### src/rtl/adc_multislope_pkg.sv
// rtl/adc_multislope_pkg.sv - shared constants and state encoding for the multislope ADC controller
package adc_multislope_pkg;

    // Reference mux codes driven onto the integrator switches; 2'b11 is never produced.
    localparam logic [1:0] REFMUX_OFF = 2'b00;
    localparam logic [1:0] REFMUX_POS = 2'b01;
    localparam logic [1:0] REFMUX_NEG = 2'b10;

    // System clock rate that sequencers use when converting times into clk counts.
    localparam int unsigned CLK_FREQ = 20_000_000;

    typedef enum logic [2:0] {
        ST_IDLE          = 3'd0,
        ST_RESET         = 3'd1,
        ST_RUNUP_START   = 3'd2,
        ST_RUNUP         = 3'd3,
        ST_RUNDOWN_START = 3'd4,
        ST_RUNDOWN       = 3'd5,
        ST_DONE          = 3'd6
    } state_t;

endpackage

### src/rtl/adc_multislope_sync2.sv
// rtl/adc_multislope_sync2.sv - parameterless two-flop synchronizer for asynchronous inputs
module adc_multislope_sync2 (
    input  logic clk,
    input  logic reset,
    input  logic d,
    output logic q
);

    logic meta;

    // Two back-to-back flops; both clear to 0 so the first decision after reset is deterministic.
    always_ff @(posedge clk or posedge reset) begin
        if (reset) begin
            meta <= 1'b0;
            q    <= 1'b0;
        end else begin
            meta <= d;
            q    <= meta;
        end
    end

endmodule

### src/rtl/adc_multislope.sv
// rtl/adc_multislope.sv - multislope integrating ADC controller (runup/rundown sequencer)
module adc_multislope
    import adc_multislope_pkg::*;
#(
    parameter int COUNT_W = 24
) (
    input  logic               clk,
    input  logic               reset,
    input  logic               adc_measure_trig,
    input  logic               cmpr_val,
    input  logic [COUNT_W-1:0] clk_count_reset_n,
    input  logic [COUNT_W-1:0] clk_count_aperture_n,
    input  logic [COUNT_W-1:0] clk_count_var_n,
    output logic               adc_measure_valid,
    output logic               sigmux,
    output logic               resetmux,
    output logic [1:0]         refmux,
    output logic [COUNT_W-1:0] count_up,
    output logic [COUNT_W-1:0] count_down,
    output logic [COUNT_W-1:0] count_rundown,
    output logic               rundown_dir,
    output logic               overflow,
    output logic [1:0]         monitor
);

    localparam logic [COUNT_W-1:0] ONE     = {{(COUNT_W-1){1'b0}}, 1'b1};
    localparam logic [COUNT_W-1:0] ALL_ONE = '1;
    localparam logic [COUNT_W-1:0] RD_LAST = ALL_ONE - ONE;

    state_t             state, state_n;
    logic               cmpr_s;
    logic [COUNT_W-1:0] phase, phase_n, aper, aper_n;
    logic [COUNT_W-1:0] up_w, up_wn, down_w, down_wn, rd_cnt, rd_cnt_n;
    logic               rd_dir, rd_dir_n, ovf_w, ovf_wn;
    logic               valid_n, sigmux_n, resetmux_n, rundown_dir_n, overflow_n;
    logic [1:0]         refmux_n;
    logic [COUNT_W-1:0] count_up_n, count_down_n, count_rundown_n;
    logic [COUNT_W-1:0] var_len, aper_dec;

    adc_multislope_sync2 u_cmpr_sync (
        .clk   (clk),
        .reset (reset),
        .d     (cmpr_val),
        .q     (cmpr_s)
    );

    // RUNUP phase length is max(var,1)-1 so a full runup cycle is max(var,1)+1 clks with its start cycle.
    assign var_len  = (clk_count_var_n == '0) ? '0 : clk_count_var_n - ONE;
    assign aper_dec = (aper == '0) ? '0 : aper - ONE;
    assign monitor  = {state == ST_RUNDOWN, state == ST_RUNUP};

    // Next-state, counter and output-register decisions; a trigger always wins and restarts at RESET.
    always_comb begin
        state_n         = state;
        phase_n         = phase;
        aper_n          = aper;
        up_wn           = up_w;
        down_wn         = down_w;
        rd_cnt_n        = rd_cnt;
        rd_dir_n        = rd_dir;
        ovf_wn          = ovf_w;
        valid_n         = adc_measure_valid;
        sigmux_n        = sigmux;
        resetmux_n      = resetmux;
        refmux_n        = refmux;
        count_up_n      = count_up;
        count_down_n    = count_down;
        count_rundown_n = count_rundown;
        rundown_dir_n   = rundown_dir;
        overflow_n      = overflow;
        unique case (state)
            ST_IDLE: begin
            end
            ST_RESET: begin
                if (phase <= ONE) begin
                    resetmux_n = 1'b0;
                    sigmux_n   = 1'b1;
                    aper_n     = clk_count_aperture_n;
                    state_n    = ST_RUNUP_START;
                end else begin
                    phase_n = phase - ONE;
                end
            end
            ST_RUNUP_START: begin
                aper_n = aper_dec;
                if (cmpr_s) begin
                    refmux_n = REFMUX_NEG;
                    down_wn  = down_w + ONE;
                end else begin
                    refmux_n = REFMUX_POS;
                    up_wn    = up_w + ONE;
                end
                phase_n = var_len;
                state_n = ST_RUNUP;
            end
            ST_RUNUP: begin
                aper_n = aper_dec;
                if (phase == '0) begin
                    // Aperture is judged after this clk's decrement, so a cycle is never cut short.
                    if (aper <= ONE) begin
                        sigmux_n = 1'b0;
                        state_n  = ST_RUNDOWN_START;
                    end else begin
                        state_n = ST_RUNUP_START;
                    end
                end else begin
                    phase_n = phase - ONE;
                end
            end
            ST_RUNDOWN_START: begin
                rd_dir_n = cmpr_s;
                refmux_n = cmpr_s ? REFMUX_NEG : REFMUX_POS;
                rd_cnt_n = '0;
                state_n  = ST_RUNDOWN;
            end
            ST_RUNDOWN: begin
                if (cmpr_s != rd_dir) begin
                    ovf_wn   = 1'b0;
                    refmux_n = REFMUX_OFF;
                    state_n  = ST_DONE;
                end else begin
                    rd_cnt_n = rd_cnt + ONE;
                    if (rd_cnt == RD_LAST) begin
                        ovf_wn   = 1'b1;
                        refmux_n = REFMUX_OFF;
                        state_n  = ST_DONE;
                    end
                end
            end
            ST_DONE: begin
                count_up_n      = up_w;
                count_down_n    = down_w;
                count_rundown_n = rd_cnt;
                rundown_dir_n   = rd_dir;
                overflow_n      = ovf_w;
                valid_n         = 1'b1;
                state_n         = ST_IDLE;
            end
            default: state_n = ST_IDLE;
        endcase
        if (adc_measure_trig) begin
            valid_n    = 1'b0;
            up_wn      = '0;
            down_wn    = '0;
            rd_cnt_n   = '0;
            ovf_wn     = 1'b0;
            phase_n    = clk_count_reset_n;
            resetmux_n = 1'b1;
            sigmux_n   = 1'b0;
            refmux_n   = REFMUX_OFF;
            state_n    = ST_RESET;
        end
    end

    // FSM state, counters and every output register live in this single clocked block.
    always_ff @(posedge clk or posedge reset) begin
        if (reset) begin
            state             <= ST_IDLE;
            phase             <= '0;
            aper              <= '0;
            up_w              <= '0;
            down_w            <= '0;
            rd_cnt            <= '0;
            rd_dir            <= 1'b0;
            ovf_w             <= 1'b0;
            adc_measure_valid <= 1'b0;
            sigmux            <= 1'b0;
            resetmux          <= 1'b0;
            refmux            <= REFMUX_OFF;
            count_up          <= '0;
            count_down        <= '0;
            count_rundown     <= '0;
            rundown_dir       <= 1'b0;
            overflow          <= 1'b0;
        end else begin
            state             <= state_n;
            phase             <= phase_n;
            aper              <= aper_n;
            up_w              <= up_wn;
            down_w            <= down_wn;
            rd_cnt            <= rd_cnt_n;
            rd_dir            <= rd_dir_n;
            ovf_w             <= ovf_wn;
            adc_measure_valid <= valid_n;
            sigmux            <= sigmux_n;
            resetmux          <= resetmux_n;
            refmux            <= refmux_n;
            count_up          <= count_up_n;
            count_down        <= count_down_n;
            count_rundown     <= count_rundown_n;
            rundown_dir       <= rundown_dir_n;
            overflow          <= overflow_n;
        end
    end

endmodule
### config.mk
export PLATFORM = sky130hd
export DESIGN_NAME = adc_multislope
export DESIGN_NICKNAME = d
export VERILOG_FILES = /design/src/rtl/adc_multislope_pkg.sv /design/src/rtl/adc_multislope_sync2.sv /design/src/rtl/adc_multislope.sv
export SDC_FILE = /design/constraint.sdc
export NUM_CORES = 1
export LEC_CHECK = 0
export ABC_CLOCK_PERIOD_IN_PS = 6200
export CAP_MARGIN = 20
export CORE_UTILIZATION = 31
export CTS_CLUSTER_SIZE = 40
export DETAILED_ROUTE_END_ITERATION = 7
export SYNTH_ARGS = -nofsm -noshare
export SYNTH_HDL_FRONTEND = slang
export SYNTH_SLANG_ARGS = --single-unit
### constraint.sdc
create_clock -name clk -period 6.2 [get_ports clk]
set_input_delay 0.62 -clock clk [delete_from_list [all_inputs] [get_ports clk]]
set_output_delay 0.62 -clock clk [all_outputs]
set_load 0.02 [all_outputs]
==> flow_summary.yaml, run 1 <==
outcome:
  status: "finished clean"
logic_synthesis:
  synth_ff_type: "dfrtp_1"
  postSynthCellCount: 1104
  synth_edf_count: 0
  syn_area_per_cell_um2: 9.854
  yosys_warnings: 0
  ys_types: 72
  async_flop_share_pct: 100.0
  yosysSeqAreaShare_pct: 47.38
  ys_seq_elements: 206
  syn_nets: 1192
  syn_area_mm2: 0.01088
cts:
  worstSkewPairLatency_ns: 0.53
  holdBufCountCts: 0
  cts_buffer_depth: 3
  post_cts.repair.setup_buffers: 0
  cts_max_level: 1
  path_clk_slew_ns: 0.06
  cts_root_buffer: "clkbuf_16"
  cts.sinks: 206
  cts_resized: 0
  cts_buffers: 25
  cts_tree: "yes"
sta:
  setup_violations: 0
  tightestPinTransition_ns: 1.068
  relSlewSlack_pct: 28.70
  finalCriticalPeriod_ns: 3.243
  fin_tns_setup_ns: 0
  fin_hold_ws_ns: 0.4109
  hold_viol: 0
  final_max_slew_viol_count: 0
  rsz0062_at_grt: "no"
  fin_crit_sh_pct: 52.31
  skew_ns: 0.02074
  max_freq_ghz: 0.3084
grt:
  grt_pass1_vias: 8574
  grt-ovfl-total: 0
  grt_max_degree: 107
  antenna_found_initial: 1
  grt_pass1_wl_um: 47250
  grt_util_all_layers_pct: 16.25
setup_path:
  r2r-end: "aper[22]"
  worst_setup_path_start_kind: "flip-flop"
  cp.required_ns: 6.60
  crit_path_end_kind: "flip-flop"
  reg2reg_slack_ns: 2.96
  startpoint: "phase[4]"
  crit_end: "aper[22]"
  crit_path_max_fanout: 14
  critPathKind: "reg -> reg"
  timing.rr.start: "phase[4]"
  reg2reg_depth: 6
  worstPathArrival_ns: 3.64
die:
  floorplan.initialDensity_pct: 31.49
  core_mm2: 0.03454
  die_area_mm2: 0.03585
  rows: 68
  die_h_um: 189.3
  ios: 157
  die_w_um: 189.3
power:
  power_leakage_nw: 5.661
  total_power_mw: 2.998
  powerDensity_mw_per_mm2: 219.2
  ir_worst_vdd_v: 0.0001721
final_layout:
  fillCellCount: 3444
  stdcell_area_mm2: 0.01368
  area_delta_synth_final_pct: 25.75
  layout-drive-gt1-share_pct: 12.00
  ff_latch_area_mm2: 0.005155
  fin_nets: 1328
  antenna_cells: 0
  multi_input_area_mm2: 0.005409
place:
  portBuffers: 156
  dpl_cell_area_mm2: 0.01287
  gp_congestion: 0.8432
  dp_hpwl_um: 20110
detailed_routing:
  drc_errors: 0
  drtAntennaViolNets: 0
  viasPerCell: 5.285
  first_pass_iters: 5
  drt-total-wl_um: 29490
  num_vias: 9053
  wl_per_cell_um: 17.21
  drtIter0Drc: 687
run:
  max-cap-violations: 0
min_path:
  min_path_type: "reg -> reg"
==> Yosys cell counts (22+ instances only) <==
| cell | count | area (um^2) |
|---|---|---|
| a21oi_1 | 45 | 225.2 |
| inv_1 | 22 | 82.58 |
| mux2_2 | 74 | 833.3 |
| dfrtp_1 | 206 | 5155 |
| xnor2_1 | 28 | 245.2 |
| xor2_1 | 64 | 560.5 |
| o21ai_0 | 74 | 370.4 |
| nor3_1 | 37 | 185.2 |
| clkbuf_1 | 39 | 146.4 |
| nand2_1 | 75 | 281.5 |
| nand3_1 | 41 | 205.2 |
| nor2_1 | 112 | 420.4 |
| nand4_1 | 26 | 162.7 |
==> power by group <==
| part | total (mW) | internal [mW] | switching (mW) | leakage (nW) |
|---|---|---|---|---|
| sequential | 1.39 | 1.36 | 0.0266 | 2.74 |
| combinational | 0.193 | 0.0886 | 0.105 | 2.53 |
| clock | 1.41 | 0.834 | 0.580 | 0.390 |
| total | 3.00 | 2.29 | 0.712 | 5.66 |
==> layer usage <==
metal	track usage [%]	routed length (um)	vias up
met4	4.373	746	2
met3	2.706	1685	51
met1	23.20	13820	4436
li1	-	-	4294
met5	0	11	-
met2	25.27	13220	270
==> layout by cell type, fill, tap and decap left out, types with 17 or more instances in the layout <==
cell type,synthesis,final
nor2_1,112,112
nand2_1,75,75
nand4_1,26,26
xor2_1,64,64
xnor2_1,28,28
o21ai_0,74,74
mux2_2,74,74
nor3_1,37,37
inv_1,22,21
a21oi_1,45,45
dfrtp_1,206,206
clkdlybuf4s50_1,0,155
clkbuf_16,0,25
and3_1,17,17
nand3_1,41,40
nor4_1,21,21
==> per-stage QoR <==
step           instances  setup slack, ns  util [%]
2_1_floorplan       1104            2.908         -
3_3_place_gp        1665            2.421     37.26
3_5_place_dp        1665            2.354     37.26
4_1_cts             1710            2.867     39.55
5_1_grt             1713            2.722     39.60
6_report            1713            2.957     39.60
==> sequential cells by signal (all words and copies together), names as in the netlist <==
| signal | cells |
|---|---|
| aper | 24 |
| count_down | 24 |
| count_rundown | 24 |
| count_up | 24 |
| down_w | 24 |
| phase | 24 |
| rd_cnt | 24 |
| up_w | 24 |
| state | 3 |
| refmux | 2 |
| adc_measure_valid | 1 |
| overflow | 1 |
| ovf_w | 1 |
| rd_dir | 1 |
| resetmux | 1 |
| rundown_dir | 1 |
| sigmux | 1 |
| u_cmpr_sync.meta | 1 |
| u_cmpr_sync.q | 1 |
==> layout make-up <==
cell class | count | area share (%)
inverters | 22 | 0.6311
clock buffers | 36 | 5.167
multi-input cells | 815 | 39.54
flip-flops and latches | 206 | 37.68
well taps | 455 | 4.161
repair buffers | 170 | 12.22
clock inverters | 9 | 0.6036
==> worst min path at each step <==
stage	slack (ns)	end	depth (start not counted)	startpoint
2_1_floorplan	0.33	u_cmpr_sync.q	0	u_cmpr_sync.meta
3_3_place_gp	0.38	u_cmpr_sync.q	0	u_cmpr_sync.meta
3_5_place_dp	0.40	u_cmpr_sync.q	0	u_cmpr_sync.meta
4_1_cts	0.41	u_cmpr_sync.q	0	u_cmpr_sync.meta
5_1_grt	0.42	u_cmpr_sync.q	0	u_cmpr_sync.meta
6_report	0.41	u_cmpr_sync.q	0	u_cmpr_sync.meta
==> cell families after synthesis <==
group           synth area share [%]
mux                            7.752
xor+xnor                       7.407
buf+inv                        3.117
flops                          47.38
simple gates                   18.93
fa+ha+maj                      1.380
compound gates                 14.03
==> critical path, cell delays in order, from the launching register on <==
cell and delay, ns:
dfrtp_1 0.43, or4_1 0.75, nor3_4 0.42, a31oi_2 0.42, a21oi_2 0.62, o21ai_0 0.19, a22o_1 0.27
Power figures use the tool's default switching activity.
==> run 2: changes to the inputs <==
--- a/config.mk
+++ b/config.mk
@@ -5,7 +5,7 @@
 export SDC_FILE = /design/constraint.sdc
 export NUM_CORES = 1
 export LEC_CHECK = 0
-export ABC_CLOCK_PERIOD_IN_PS = 6200
+export ABC_CLOCK_PERIOD_IN_PS = 2750
 export CAP_MARGIN = 20
 export CORE_UTILIZATION = 31
 export CTS_CLUSTER_SIZE = 40
==> constraint.sdc (replaced) <==
create_clock -name clk -period 2.75 [get_ports clk]
set_input_delay 0.275 -clock clk [delete_from_list [all_inputs] [get_ports clk]]
set_output_delay 0.275 -clock clk [all_outputs]
set_load 0.02 [all_outputs]
==> run 2 against run 1 <==
Routed wire length is 2.8% higher. Via count up 0.56%. Worst hold slack got worse by 0.25 ns. Global-route usage up 0.58 points. Maximum frequency rose by 25%. Combinational power grew 140%. Critical path type unchanged. Power grew 130%. Sequential share of layout area down 0.94 points. Register-to-register slack got worse by 2.8 ns. Utilization rose by 1.0 points.
==> flow_summary.yaml, run 2 (same netlist as run 1, synthesis figures left out) <==
power:
  seqPwrFrac_pct: 46.1
  comb_power_share_pct: 6.7
  ir_worst_vdd_v: 0.0003710
  power.share.switching_pct: 23.49
  powerDensity_mw_per_mm2: 485.0
  power_leakage_nw: 5.895
  p_switching_mw: 1.599
  total_power_mw: 6.808
  p_int_mw: 5.209
  clkPwrFrac_pct: 47.2
sta:
  tightestPinTransition_ns: 0.9164
  rsz0062_at_grt: "no"
  fin_tns_setup_ns: 0
  finalCriticalPeriod_ns: 2.603
  hold_viol: 0
  skew_ns: 0.02151
  fin_hold_ws_ns: 0.1580
  setup_violations: 0
  fin_crit_sh_pct: 94.64
  setup_slack_ns: 0.1474
  relSlewSlack_pct: 38.91
  final_max_slew_viol_count: 0
  max_freq_ghz: 0.3842
final_layout:
  fin_cells: 1747
  fin_nets: 1364
  fillCellCount: 3405
  layout-drive-gt1-share_pct: 14.94
  stdcell_area_mm2: 0.01404
  final_common_cell: "dfrtp_1"
  final_cell_mix: "dfrtp_1 (204), clkdlybuf4s50_1 (154), nor2_1 (111)"
  antenna_cells: 0
  fin_util_pct: 40.64
  area_delta_synth_final_pct: 29.03
die:
  die_h_um: 189.3
  die_w_um: 189.3
  ios: 157
  rows: 68
  floorplan.initialDensity_pct: 31.49
  core_mm2: 0.03454
  die_area_mm2: 0.03585
detailed_routing:
  drc_errors: 0
  drtAntennaViolNets: 0
  drt-total-wl_um: 30320
  first_pass_iters: 5
  drtIter0Drc: 571
  viasPerCell: 5.211
  num_vias: 9104
  wl_per_cell_um: 17.35
cts:
  cts_root_buffer: "clkbuf_16"
  worstSkewPairLatency_ns: 0.53
  cts_tree: "yes"
  cts_buffers: 24
  cts_max_level: 1
  path_clk_slew_ns: 0.06
  cts.sinks: 206
  post_cts.repair.setup_buffers: 0
  cts_buffer_depth: 3
setup_path:
  path_delay_family: "simple AND/OR/NAND/NOR gates"
  critical_path.max_stage_delay_ns: 0.64
  timing.rr.start: "aper[11]"
  crit_path_max_fanout: 10
  worst_setup_path_start_kind: "flip-flop"
  startpoint: "aper[11]"
  critPathKind: "reg -> reg"
  slowest_stage: "or4_1"
  cp.required_ns: 3.15
  worstPathArrival_ns: 3.00
  critPathBufInv: 0
  crit_path_end_kind: "flip-flop"
  crit_chain: "or4_1 -> or4_4 -> o21a_1 -> o21ai_4 -> nor2_2 -> a221o_1"
place:
  post-place-ws_ns: 0.1619
  portBuffers: 156
  dp_hpwl_um: 21460
  dpl_cell_area_mm2: 0.01323
  gp_congestion: 0.8847
  dp.cells: 1705
grt:
  grt-ovfl-total: 0
  grt_util_all_layers_pct: 16.83
  grt_pass1_vias: 8891
  grt_pass1_wl_um: 48880
  antenna_found_initial: 2
  grt_max_degree: 101
run:
  max-cap-violations: 0
min_path:
  min_path_type: "in -> async"
outcome:
  status: "finished clean"
-- run 2: repair_timing --
item	in CTS	in global routing
hold buffers	0	0
resized for setup	0	5
setup endpoints to repair	0	3
-- run 2: power groups by stage --
stage,Clock [mW],Combinational [mW],Sequential (mW)
global route,3.43,0.510,3.14
CTS,3.32,0.468,3.13
floorplan,0,0.234,3.17
detailed placement,0,0.466,3.19
finish,3.21,0.459,3.14
global placement,0,0.463,3.18
-- run 2: final cells by class --
type                       instances  area (um^2)  area share, %
tap                              455        569.3          4.056
clock buffer                      31        676.9          4.822
sequential                       206         5157          36.74
multi-input combinational        815         5411          38.55
clock inverter                    11        118.9         0.8468
timing repair buffer             207         2017          14.37
inverter                          22        86.33         0.6150
-- run 2: path summary, 6_finish.rpt --
kind / end / slack [ns] / cells past startpoint
worst max-delay path: aper[17] / 0.15 / 6
max in group asynchronous: state[2] / 1.95 / 3
worst min register to register: u_cmpr_sync.q / 0.35 / 0
worst min-delay path: count_up[17] / 0.16 / 3
worst max register to register: aper[17] / 0.15 / 6
min in group clk: up_w[11] / 0.20 / 2
-- run 2: layer usage --
layer,part of all wire (%),vias up,global-route usage [%]
met3,5.5,42,2.984
met2,46,229,27.08
met1,46,4473,23.49
met5,0.099,-,0
li1,-,4356,-
met4,2.0,4,3.722
-- run 2: worst min-delay path: stages --
cell             delay [ns]
clkdlybuf4s50_1        0.44
clkinvlp_4             0.13
buf_12                 0.20
==> run 3: changes to the inputs <==
--- a/config.mk
+++ b/config.mk
@@ -6,7 +6,7 @@
 export NUM_CORES = 1
 export LEC_CHECK = 0
 export ABC_CLOCK_PERIOD_IN_PS = 2750
-export CAP_MARGIN = 20
+export CAP_MARGIN = 25
 export CORE_UTILIZATION = 31
 export CTS_CLUSTER_SIZE = 40
 export DETAILED_ROUTE_END_ITERATION = 7
==> results of run 3 <==
The final DEF is identical to that of run 2; final timing and power are the same.
